File: src/rtl/imem_loader_pkg.sv
// rtl/imem_loader_pkg.sv - shared types and constants for the instruction memory boot loader
// Contents: loader state enum, stream header length, bytes per memory word.
package imem_loader_pkg;

  typedef enum logic [2:0] {
    LEN_LO,
    LEN_HI,
    DATA,
    CHECK,
    DONE,
    ERROR
  } state_t;

  // Header is the 16-bit little-endian word count.
  localparam int HDR_LEN        = 2;
  localparam int BYTES_PER_WORD = 4;

endpackage

File: src/rtl/imem_loader_if.sv
// rtl/imem_loader_if.sv - byte stream in, instruction memory write port and status out
// Signals: in_data/in_valid/in_ready (byte stream), wr_en/wr_addr/wr_data (memory
// write port), cpu_rst_hold/done/error (boot status).
// Modports: master = stream source and memory/status observer, slave = the loader.
interface imem_loader_if #(
  parameter int ADDR_WIDTH = 16,
  parameter int WORD_WIDTH = 32
);

  logic [7:0]            in_data;
  logic                  in_valid;
  logic                  in_ready;
  logic                  wr_en;
  logic [ADDR_WIDTH-1:0] wr_addr;
  logic [WORD_WIDTH-1:0] wr_data;
  logic                  cpu_rst_hold;
  logic                  done;
  logic                  error;

  modport master (
    output in_data, in_valid,
    input  in_ready, wr_en, wr_addr, wr_data, cpu_rst_hold, done, error
  );

  modport slave (
    input  in_data, in_valid,
    output in_ready, wr_en, wr_addr, wr_data, cpu_rst_hold, done, error
  );

endinterface

File: src/rtl/imem_loader_byte_packer.sv
// rtl/imem_loader_byte_packer.sv - assembles LSB-first bytes into 32-bit words
// Ports: clk, rst (async, active-high), clear (drop partial word), byte_valid/byte_data
// (one accepted byte), word/word_valid (registered word, one-cycle pulse on every 4th
// byte), last_byte (the next accepted byte completes a word).
module byte_packer
  import imem_loader_pkg::*;
(
  input  logic        clk,
  input  logic        rst,
  input  logic        clear,
  input  logic        byte_valid,
  input  logic [7:0]  byte_data,
  output logic [31:0] word,
  output logic        word_valid,
  output logic        last_byte
);

  logic [1:0]  idx;
  logic [23:0] partial;

  assign last_byte = (idx == 2'(BYTES_PER_WORD - 1));

  always_ff @(posedge clk or posedge rst) begin
    if (rst) begin
      idx        <= 2'd0;
      partial    <= 24'd0;
      word       <= 32'd0;
      word_valid <= 1'b0;
    end else begin
      word_valid <= 1'b0;
      if (clear) begin
        idx     <= 2'd0;
        partial <= 24'd0;
      end else if (byte_valid) begin
        idx <= idx + 2'd1;
        if (last_byte) begin
          word       <= {byte_data, partial};
          word_valid <= 1'b1;
          partial    <= 24'd0;
        end else begin
          // Newest byte enters at the top so b0 ends up in the low lane.
          partial <= {byte_data, partial[23:8]};
        end
      end
    end
  end

endmodule

File: src/rtl/imem_loader.sv
// rtl/imem_loader.sv - boot-time byte stream to instruction memory writer
// Ports: clk, rst (async, active-high), bus (imem_loader_if.slave): in_data/in_valid/
// in_ready stream, wr_en/wr_addr/wr_data memory write, cpu_rst_hold/done/error status.
// Stream: N[7:0], N[15:8], then 4N payload bytes, little-endian per word.
// Optional feature macro IMEM_LOADER_CHECKSUM_EN: expects a trailing byte that makes the
// mod-256 sum of all payload bytes zero; a bad sum ends in ERROR.
module imem_loader
  import imem_loader_pkg::*;
#(
  parameter int ADDR_WIDTH = 16,
  parameter int WORD_WIDTH = 32
) (
  input  logic           clk,
  input  logic           rst,
  imem_loader_if.slave   bus
);

  localparam logic [31:0] CAPACITY = 32'd1 << (ADDR_WIDTH - 2);

  state_t                state;
  logic [15:0]           len_q;
  logic [15:0]           word_cnt;
  logic [ADDR_WIDTH-1:0] wr_addr_q;
  logic                  in_ready_q;
  logic                  hold_q;
  logic                  done_q;
  logic                  error_q;
  logic [WORD_WIDTH-1:0] packed_word;
  logic                  packed_valid;
  logic                  last_byte;
  logic                  accept;
`ifdef IMEM_LOADER_CHECKSUM_EN
  logic [7:0]            sum_q;
`endif

  assign accept = bus.in_valid & in_ready_q;

  byte_packer u_packer (
    .clk        (clk),
    .rst        (rst),
    .clear      (accept && state == LEN_HI),
    .byte_valid (accept && state == DATA),
    .byte_data  (bus.in_data),
    .word       (packed_word),
    .word_valid (packed_valid),
    .last_byte  (last_byte)
  );

  always_ff @(posedge clk or posedge rst) begin
    if (rst) begin
      state      <= LEN_LO;
      len_q      <= 16'd0;
      word_cnt   <= 16'd0;
      wr_addr_q  <= '0;
      in_ready_q <= 1'b1;
      hold_q     <= 1'b1;
      done_q     <= 1'b0;
      error_q    <= 1'b0;
`ifdef IMEM_LOADER_CHECKSUM_EN
      sum_q      <= 8'd0;
`endif
    end else if (accept) begin
      case (state)
        LEN_LO: begin
          len_q[7:0] <= bus.in_data;
          state      <= LEN_HI;
        end
        LEN_HI: begin
          len_q[15:8] <= bus.in_data;
          if ({bus.in_data, len_q[7:0]} == 16'd0) begin
`ifdef IMEM_LOADER_CHECKSUM_EN
            state <= CHECK;
`else
            state      <= DONE;
            in_ready_q <= 1'b0;
            hold_q     <= 1'b0;
            done_q     <= 1'b1;
`endif
          end else if ({16'd0, bus.in_data, len_q[7:0]} > CAPACITY) begin
            state      <= ERROR;
            in_ready_q <= 1'b0;
            error_q    <= 1'b1;
          end else begin
            state <= DATA;
          end
        end
        DATA: begin
`ifdef IMEM_LOADER_CHECKSUM_EN
          sum_q <= sum_q + bus.in_data;
`endif
          if (last_byte) begin
            // Address is published alongside the packer's word on the same edge.
            wr_addr_q <= ADDR_WIDTH'(word_cnt * BYTES_PER_WORD);
            word_cnt  <= word_cnt + 16'd1;
            if (word_cnt == len_q - 16'd1) begin
`ifdef IMEM_LOADER_CHECKSUM_EN
              state <= CHECK;
`else
              state      <= DONE;
              in_ready_q <= 1'b0;
              hold_q     <= 1'b0;
              done_q     <= 1'b1;
`endif
            end
          end
        end
`ifdef IMEM_LOADER_CHECKSUM_EN
        CHECK: begin
          in_ready_q <= 1'b0;
          if (sum_q + bus.in_data == 8'd0) begin
            state  <= DONE;
            hold_q <= 1'b0;
            done_q <= 1'b1;
          end else begin
            state   <= ERROR;
            error_q <= 1'b1;
          end
        end
`endif
        default: ;
      endcase
    end
  end

  assign bus.in_ready     = in_ready_q;
  assign bus.wr_en        = packed_valid;
  assign bus.wr_addr      = wr_addr_q;
  assign bus.wr_data      = packed_word;
  assign bus.cpu_rst_hold = hold_q;
  assign bus.done         = done_q;
  assign bus.error        = error_q;

endmodule
File: src/flat_wrapper.sv
// flat-port wrapper written by rule: the top's interface ports become plain ports
module imem_loader_flat import imem_loader_pkg::*;
#(
  parameter int ADDR_WIDTH = 16,
  parameter int WORD_WIDTH = 32
)
  (clk, rst, bus_in_data, bus_in_valid, bus_in_ready, bus_wr_en, bus_wr_addr, bus_wr_data, bus_cpu_rst_hold, bus_done, bus_error);
  imem_loader_if #(.ADDR_WIDTH(ADDR_WIDTH), .WORD_WIDTH(WORD_WIDTH)) bus_i ();
  input  logic clk;
  input  logic rst;
  input wire logic [$bits(bus_i.in_data)-1:0] bus_in_data;
  input wire logic [$bits(bus_i.in_valid)-1:0] bus_in_valid;
  output wire logic [$bits(bus_i.in_ready)-1:0] bus_in_ready;
  output wire logic [$bits(bus_i.wr_en)-1:0] bus_wr_en;
  output wire logic [$bits(bus_i.wr_addr)-1:0] bus_wr_addr;
  output wire logic [$bits(bus_i.wr_data)-1:0] bus_wr_data;
  output wire logic [$bits(bus_i.cpu_rst_hold)-1:0] bus_cpu_rst_hold;
  output wire logic [$bits(bus_i.done)-1:0] bus_done;
  output wire logic [$bits(bus_i.error)-1:0] bus_error;
  assign bus_i.in_data = bus_in_data;
  assign bus_i.in_valid = bus_in_valid;
  assign bus_in_ready = bus_i.in_ready;
  assign bus_wr_en = bus_i.wr_en;
  assign bus_wr_addr = bus_i.wr_addr;
  assign bus_wr_data = bus_i.wr_data;
  assign bus_cpu_rst_hold = bus_i.cpu_rst_hold;
  assign bus_done = bus_i.done;
  assign bus_error = bus_i.error;
  imem_loader #(.ADDR_WIDTH(ADDR_WIDTH), .WORD_WIDTH(WORD_WIDTH)) u_core (.clk(clk), .rst(rst), .bus(bus_i));
endmodule
File: config.mk
export PLATFORM = sky130hd
export DESIGN_NAME = imem_loader_flat
export DESIGN_NICKNAME = d
export VERILOG_FILES = /design/src/rtl/imem_loader_pkg.sv /design/src/rtl/imem_loader_if.sv /design/src/rtl/imem_loader_byte_packer.sv /design/src/rtl/imem_loader.sv /design/src/flat_wrapper.sv
export SDC_FILE = /design/constraint.sdc
export NUM_CORES = 1
export LEC_CHECK = 0
export CORE_MARGIN = 3
export CORE_UTILIZATION = 50
export DETAILED_ROUTE_END_ITERATION = 12
export GPL_TIMING_DRIVEN = 0
export MAX_ROUTING_LAYER = met4
export PLACE_DENSITY_LB_ADDON = 0.15
export SLEW_MARGIN = 15
export SYNTH_ARGS = -nofsm -noshare
export SYNTH_HDL_FRONTEND = slang
export SYNTH_SLANG_ARGS = --single-unit
File: constraint.sdc
create_clock -name clk -period 5.5 [get_ports clk]
set_input_delay 1.1 -clock clk [delete_from_list [all_inputs] [get_ports clk]]
set_output_delay 1.1 -clock clk [all_outputs]
set_load 0.005 [all_outputs]
# After elaboration in Yosys (flattened, before gate mapping)
# Index checks and enable logic that the tools add are counted.
dict set report op_classes {
  add_sub_neg 3
  n_lt_le_gt_ge 1
  eq_ne 8
  muxes 24
  n_bitwise 3
  reduce_logical 15
}
# op n
set op_table {}
lappend op_table {{2-to-1 mux 24 bit} 3}
lappend op_table {{adder 16 x 1 -> 16 bit (second input constant)} 1}
lappend op_table {{== test 16 bit} 1}
lappend op_table {{> comparator 16 x 15 -> 1 bit (second input constant)} 1}
lappend op_table {{logical NOT 16 bit} 1}
lappend op_table {{subtractor 16 x 1 -> 16 bit (second input constant)} 1}
lappend op_table {{2-to-1 mux 3 bit} 4}
lappend op_table {{2-to-1 mux 1 bit} 11}
lappend op_table {{AND reduction 5 bit} 2}
lappend op_table {{case mux 3 bit (3 select lines)} 1}
lappend op_table {{AND reduction 4 bit} 2}
lappend op_table {{case mux 1 bit (2 select lines)} 3}
lappend op_table {{AND reduction 3 bit} 2}
lappend op_table {{2-to-1 mux 2 bit} 2}
lappend op_table {{!= test 2 bit (second input constant)} 2}
lappend op_table {{AND reduction 2 bit} 2}
lappend op_table {{nonzero test 2 bit} 2}
lappend op_table {{== test 3 x 1 -> 1 bit (second input constant)} 1}
lappend op_table {{== test 3 x 2 -> 1 bit (second input constant)} 1}
lappend op_table {{logical NOT 3 bit} 1}
lappend op_table {{!= test 3 bit (second input constant)} 1}
lappend op_table {{nonzero test 3 bit} 1}
lappend op_table {{adder 2 x 1 -> 2 bit (second input constant)} 1}
lappend op_table {{== test 2 bit (second input constant)} 1}
lappend op_table {{other kinds (4)} 6}
dict set report totals {
  ff_bits 112
}

# Longest topological paths before layout
dict set report depth {
  depth_word 5
  mapped_depth 9
  ltp_nobuf 9
}

# Cells and area by module
# Synthesis repeated with hierarchy kept, for this count alone.
dict set report hier_totals {
  hier_cells 459
  hier_area_um2 5336.4
}
# mod instances cells_each area_each_um2 seq_area_each_um2
set modules_own_cells {}
lappend modules_own_cells {imem_loader 1 273 2765.2 1328.8}
lappend modules_own_cells {byte_packer 1 186 2571.2 1476.4}

# Least setup slack after synthesis
# No wires, ideal clock.
dict set report synth_path {
  path_type {register to register}
  from {register u_core.len_q[3]}
  to {register u_core.in_ready_q, in the netlist u_core.bus.in_ready}
  setup_time_ns 0.086
  arrival_ns 2.489
  t_required_ns 5.414
  path_slack_ns 2.925
  stages_incl_launch_ff 8
  n_path_buf 0
  period_less_slack_ns 2.575
  path_cell_list {dfrtp_1 or4_4 or4_1 a21oi_1 nand4_1 nor4_4 a31oi_1 o41a_1}
}
dict set report synth_between {
  elab_chain_len 4
}
# item line_no
set synth_lines {}
lappend synth_lines {{start: declaration} imem_loader.sv:21} ;# logic [15:0] len_q;
lappend synth_lines {{start signal: assignment} imem_loader.sv:65} ;# len_q[7:0] <= bus.in_data;
lappend synth_lines {{subtractor 16 x 1 -> 16 bit} imem_loader.sv:95} ;# if (word_cnt == len_q - 16'd1) begin
lappend synth_lines {{== test 16 bit} imem_loader.sv:95}
lappend synth_lines {{!= test 2 bit (no line)} --}
lappend synth_lines {{AND reduction 5 bit (no line)} --}
lappend synth_lines {{end signal: assignment} imem_loader.sv:75} ;# in_ready_q <= 1'b0;
lappend synth_lines {{end signal: assignment} imem_loader.sv:81} ;# in_ready_q <= 1'b0;
lappend synth_lines {{end signal: assignment} imem_loader.sv:100} ;# in_ready_q <= 1'b0;
lappend synth_lines {{end: declaration} imem_loader.sv:24} ;# logic in_ready_q;
# Parallel ways exist; a longest one is shown, timed or not.
# A chain may end at the register's enable or synchronous reset.

# Worst setup path after layout
dict set report layout_path {
  from {input bus_in_valid}
  to {register u_core.wr_addr_q[8], in the netlist u_core.bus.wr_addr[8]}
}
dict set report layout_between {
  elab_chain_len 2
}
# item line_no
set layout_lines {}
lappend layout_lines {{start: declaration} flat_wrapper.sv:12} ;# input wire logic [$bits(bus_i.in_valid)-1:0] bus_in_valid;
lappend layout_lines {{AND 1 bit} imem_loader.sv:36} ;# assign accept = bus.in_valid & in_ready_q;
lappend layout_lines {{AND reduction 3 bit (no line)} --}
lappend layout_lines {{end signal: assignment} imem_loader.sv:93} ;# wr_addr_q <= ADDR_WIDTH'(word_cnt * BYTES_PER_WORD);
lappend layout_lines {{end: declaration} imem_loader.sv:23} ;# logic [ADDR_WIDTH-1:0] wr_addr_q;
# Every way passes these cells.

==> results.toml <==
[detailed_routing]
routed_wl_um = 11000
route.detailed.drc = 0
via_count = 3678
dr.pass1.iters = 6
post_drt_wl_per_cell_um = 16.1
detail_route.iter0.violations = 212
viasPerCell = 5.37
ant_nets = 0

[power]
leakage_nw = 2.84
combPwrFrac = 0.026
pwr-share-seq = 0.611
p_per_area_mw_per_mm2 = 230
p_total_mw = 1.35
p_switching_uw = 326
p_int_mw = 1.02
p_sw_frac = 0.242
ir_drop_mv = 0.113
clockPowerShare = 0.363

[synthesis]
ys.flop_type = "dfrtp_1"
ys_top_cells_by_count = "152 x nand2_1, 110 x dfrtp_1, 25 x xnor2_1, 24 x a22o_1, 15 x clkbuf_1"
synth.most_common_cell = "nand2_1"
yosysTopAreaCell = "dfrtp_1"
synthTopCellsByArea = "dfrtp_1 57%, nand2_1 12%, xnor2_1 4.5%, a22o_1 4.3%, mux2_2 2.8%"
synth-edff-count = 0
ys_seq_elements = 112
syn_inst = 477
ys_types = 49
syn-cell-area_mm2 = 0.00486
synth_warnings = 0
synthArstFlopShare = 1.00
ys_seq_area_frac = 0.577
synth_area_per_cell_um2 = 10.2
netlist.area_leader.share = 0.566

[setup_path]
cp.buffers_inverters = 4
critPathTopFamily = "buffers and inverters"
slowest_delay_ns = 0.48
path_class = "in2reg"
cp_max_fo = 10
critPathSlowestCell = "clkbuf_1"
crit_path_end_kind = "flip-flop"
cp.required_ns = 5.83
critPathArrivalTime_ns = 3.62
crit_chain = "clkdlybuf4s50_1 -> nand2_1 -> nor2_1 -> nand3_1 -> inv_1 -> clkbuf_1 -> clkbuf_1 -> nand2_1 -> nand2_1"
critPathLaunchType = "input port"
crit_top_cell = "nand2_1"

[global_route]
grt_use_met2 = 0.367
grt_antenna_before_repair = 0
grt_usage = 0.219
grt_pass1_vias = 3725
met1_usage = 0.281
grt_pass1_wl_um = 18700
top_usage_layer = "met2"
use_met3 = 0.0272
grt_remaining_overflow = 0
grt_max_degree = 79

[timing]
finalMaxSlewViolations = 0
setup_violations = 0
worst_slew_pin_slew_ns = 0.806
rsz0062_at_grt = "false"
fmaxAchievable_mhz = 304
finalHoldViolCount = 0
setup_tns_ns = 0
period_share = 0.599
setup_ws_ns = 2.21
period_minus_slack_ns = 3.29
fin_skew_ns = 0.0124
slew_headroom = 0.461
fin_hold_ws_ns = 0.464

[floorplanning]
dieArea_mm2 = 0.0109
die_w_um = 105
start_util = 0.521
ios = 64
die_h_um = 105
rows = 35
core-area_mm2 = 0.00933

[placed_design]
dpl.hpwl_um = 7900
preCtsSetupSlack_ns = 1.82
port_buffers = 61
gp_congestion = 0.841

[layout]
fin_nets = 565
drive_gt1_frac = 0.0863
antenna_cells = 0
area_growth_pct = 20.6

[clock_tree]
insertion_delay_ns = 0.38
clk_pin_slew_ns = 0.11
cts_resized = 0
postCtsSetupRepairBufs = 0
cts_buffers = 9
clockBufferDepth = 2
ctsHoldBuffers = 0
cts.sinks = 112
htreeDepth = 3
cts_tree = "built"
cts_root_buf = "clkbuf_8"

[min_path]
hold_class = "reg2reg"

[run_status]
outcome = "completed"

[job]
maxCapViolCount = 0
==> routing by layer <==
metal  part of all wire  vias up
li1                   -     1761
met1               0.45     1814
met2               0.50       91
met3              0.037       12
met4              0.013        0
met5                  0        -
==> flip-flops by register name, summed over array words and instances, names as in the netlist <==
signal and cells:
u_core.bus.wr_addr 14, u_core.u_packer.idx 2, u_core.bus.done 1, u_core.state 3
u_core.word_cnt 16, u_core.bus.in_ready 1, u_core.bus.cpu_rst_hold 1, u_core.u_packer.word 32
u_core.u_packer.partial 24, u_core.len_q 16, u_core.u_packer.word_valid 1, u_core.bus.error 1
==> cell type report <==
cell class                 instances  area (µm²)
clock inverter                     6        57.6
multi-input combinational        335        1930
timing repair buffer              62         638
buffer                            21        96.3
fill                             782        3460
clock buffer                      10         138
sequential                       112        2810
tap                              129         161
inverter                          10        42.5
==> stage by stage <==
step	util	area [µm²]	instances
6_report	0.629	5870	685
5_1_grt	0.629	5870	685
4_1_cts	0.629	5870	685
3_5_place_dp	0.608	5670	669
3_3_place_gp	0.605	5640	668
2_1_floorplan	-	4870	478
==> power by group through the flow <==
| stage | clock, mW | sequential [mW] | combinational [mW] |
|---|---|---|---|
| after CTS | 0.500 | 0.823 | 0.0360 |
| after global placement | 0 | 0.839 | 0.0326 |
| after global routing | 0.528 | 0.823 | 0.0391 |
| after floorplan | 0 | 0.839 | 0.0147 |
| final | 0.490 | 0.823 | 0.0349 |
| after detailed placement | 0 | 0.839 | 0.0360 |
==> placed cells by master, fill, tap and decap left out, types with 3 or more instances in the layout <==
cell / instances
a21oi_1: 7
o21ai_0: 9
clkbuf_8: 11
nand4_1: 6
clkbuf_1: 15
nand2_1: 152
xnor2_1: 25
nor2_1: 12
dfrtp_1: 110
ha_1: 3
nor4_1: 6
clkdlybuf4s50_1: 61
buf_1: 3
nand3_1: 13
xor2_1: 8
mux2_2: 12
and3_1: 4
o21bai_1: 3
inv_1: 9
nor3_1: 10
a31oi_1: 8
inv_6: 3
a22o_1: 24
==> path summary, 6_finish.rpt <==
check / start / endpoint / slack [ns] / cells after the start
max reg2reg: u_core.len_q[3] / u_core.bus.in_ready / 2.55 / 7
max in group asynchronous: rst / u_core.len_q[10] / 3.76 / 3
min: u_core.bus.cpu_rst_hold / u_core.bus.cpu_rst_hold / 0.46 / 1
max: bus_in_valid / u_core.bus.wr_addr[8] / 2.21 / 9
min in group asynchronous: rst / u_core.word_cnt[4] / 1.07 / 2
min reg2reg: u_core.bus.cpu_rst_hold / u_core.bus.cpu_rst_hold / 0.46 / 1
==> cell families (layout without fill, tap and decap cells) <==
group,Yosys count,after routing,synth area share
AO/OA/AOI/OAI,62,62,0.0939
AND/OR/NAND/NOR,222,222,0.204
adder cells (fa/ha/maj),3,3,0.00772
XOR/XNOR,33,33,0.0594
flip-flops,112,112,0.577
multiplexers,13,13,0.0298
other,1,2,0.000771
buffers and inverters,31,109,0.0275
Note: power is estimated with default switching activity, not from simulation.
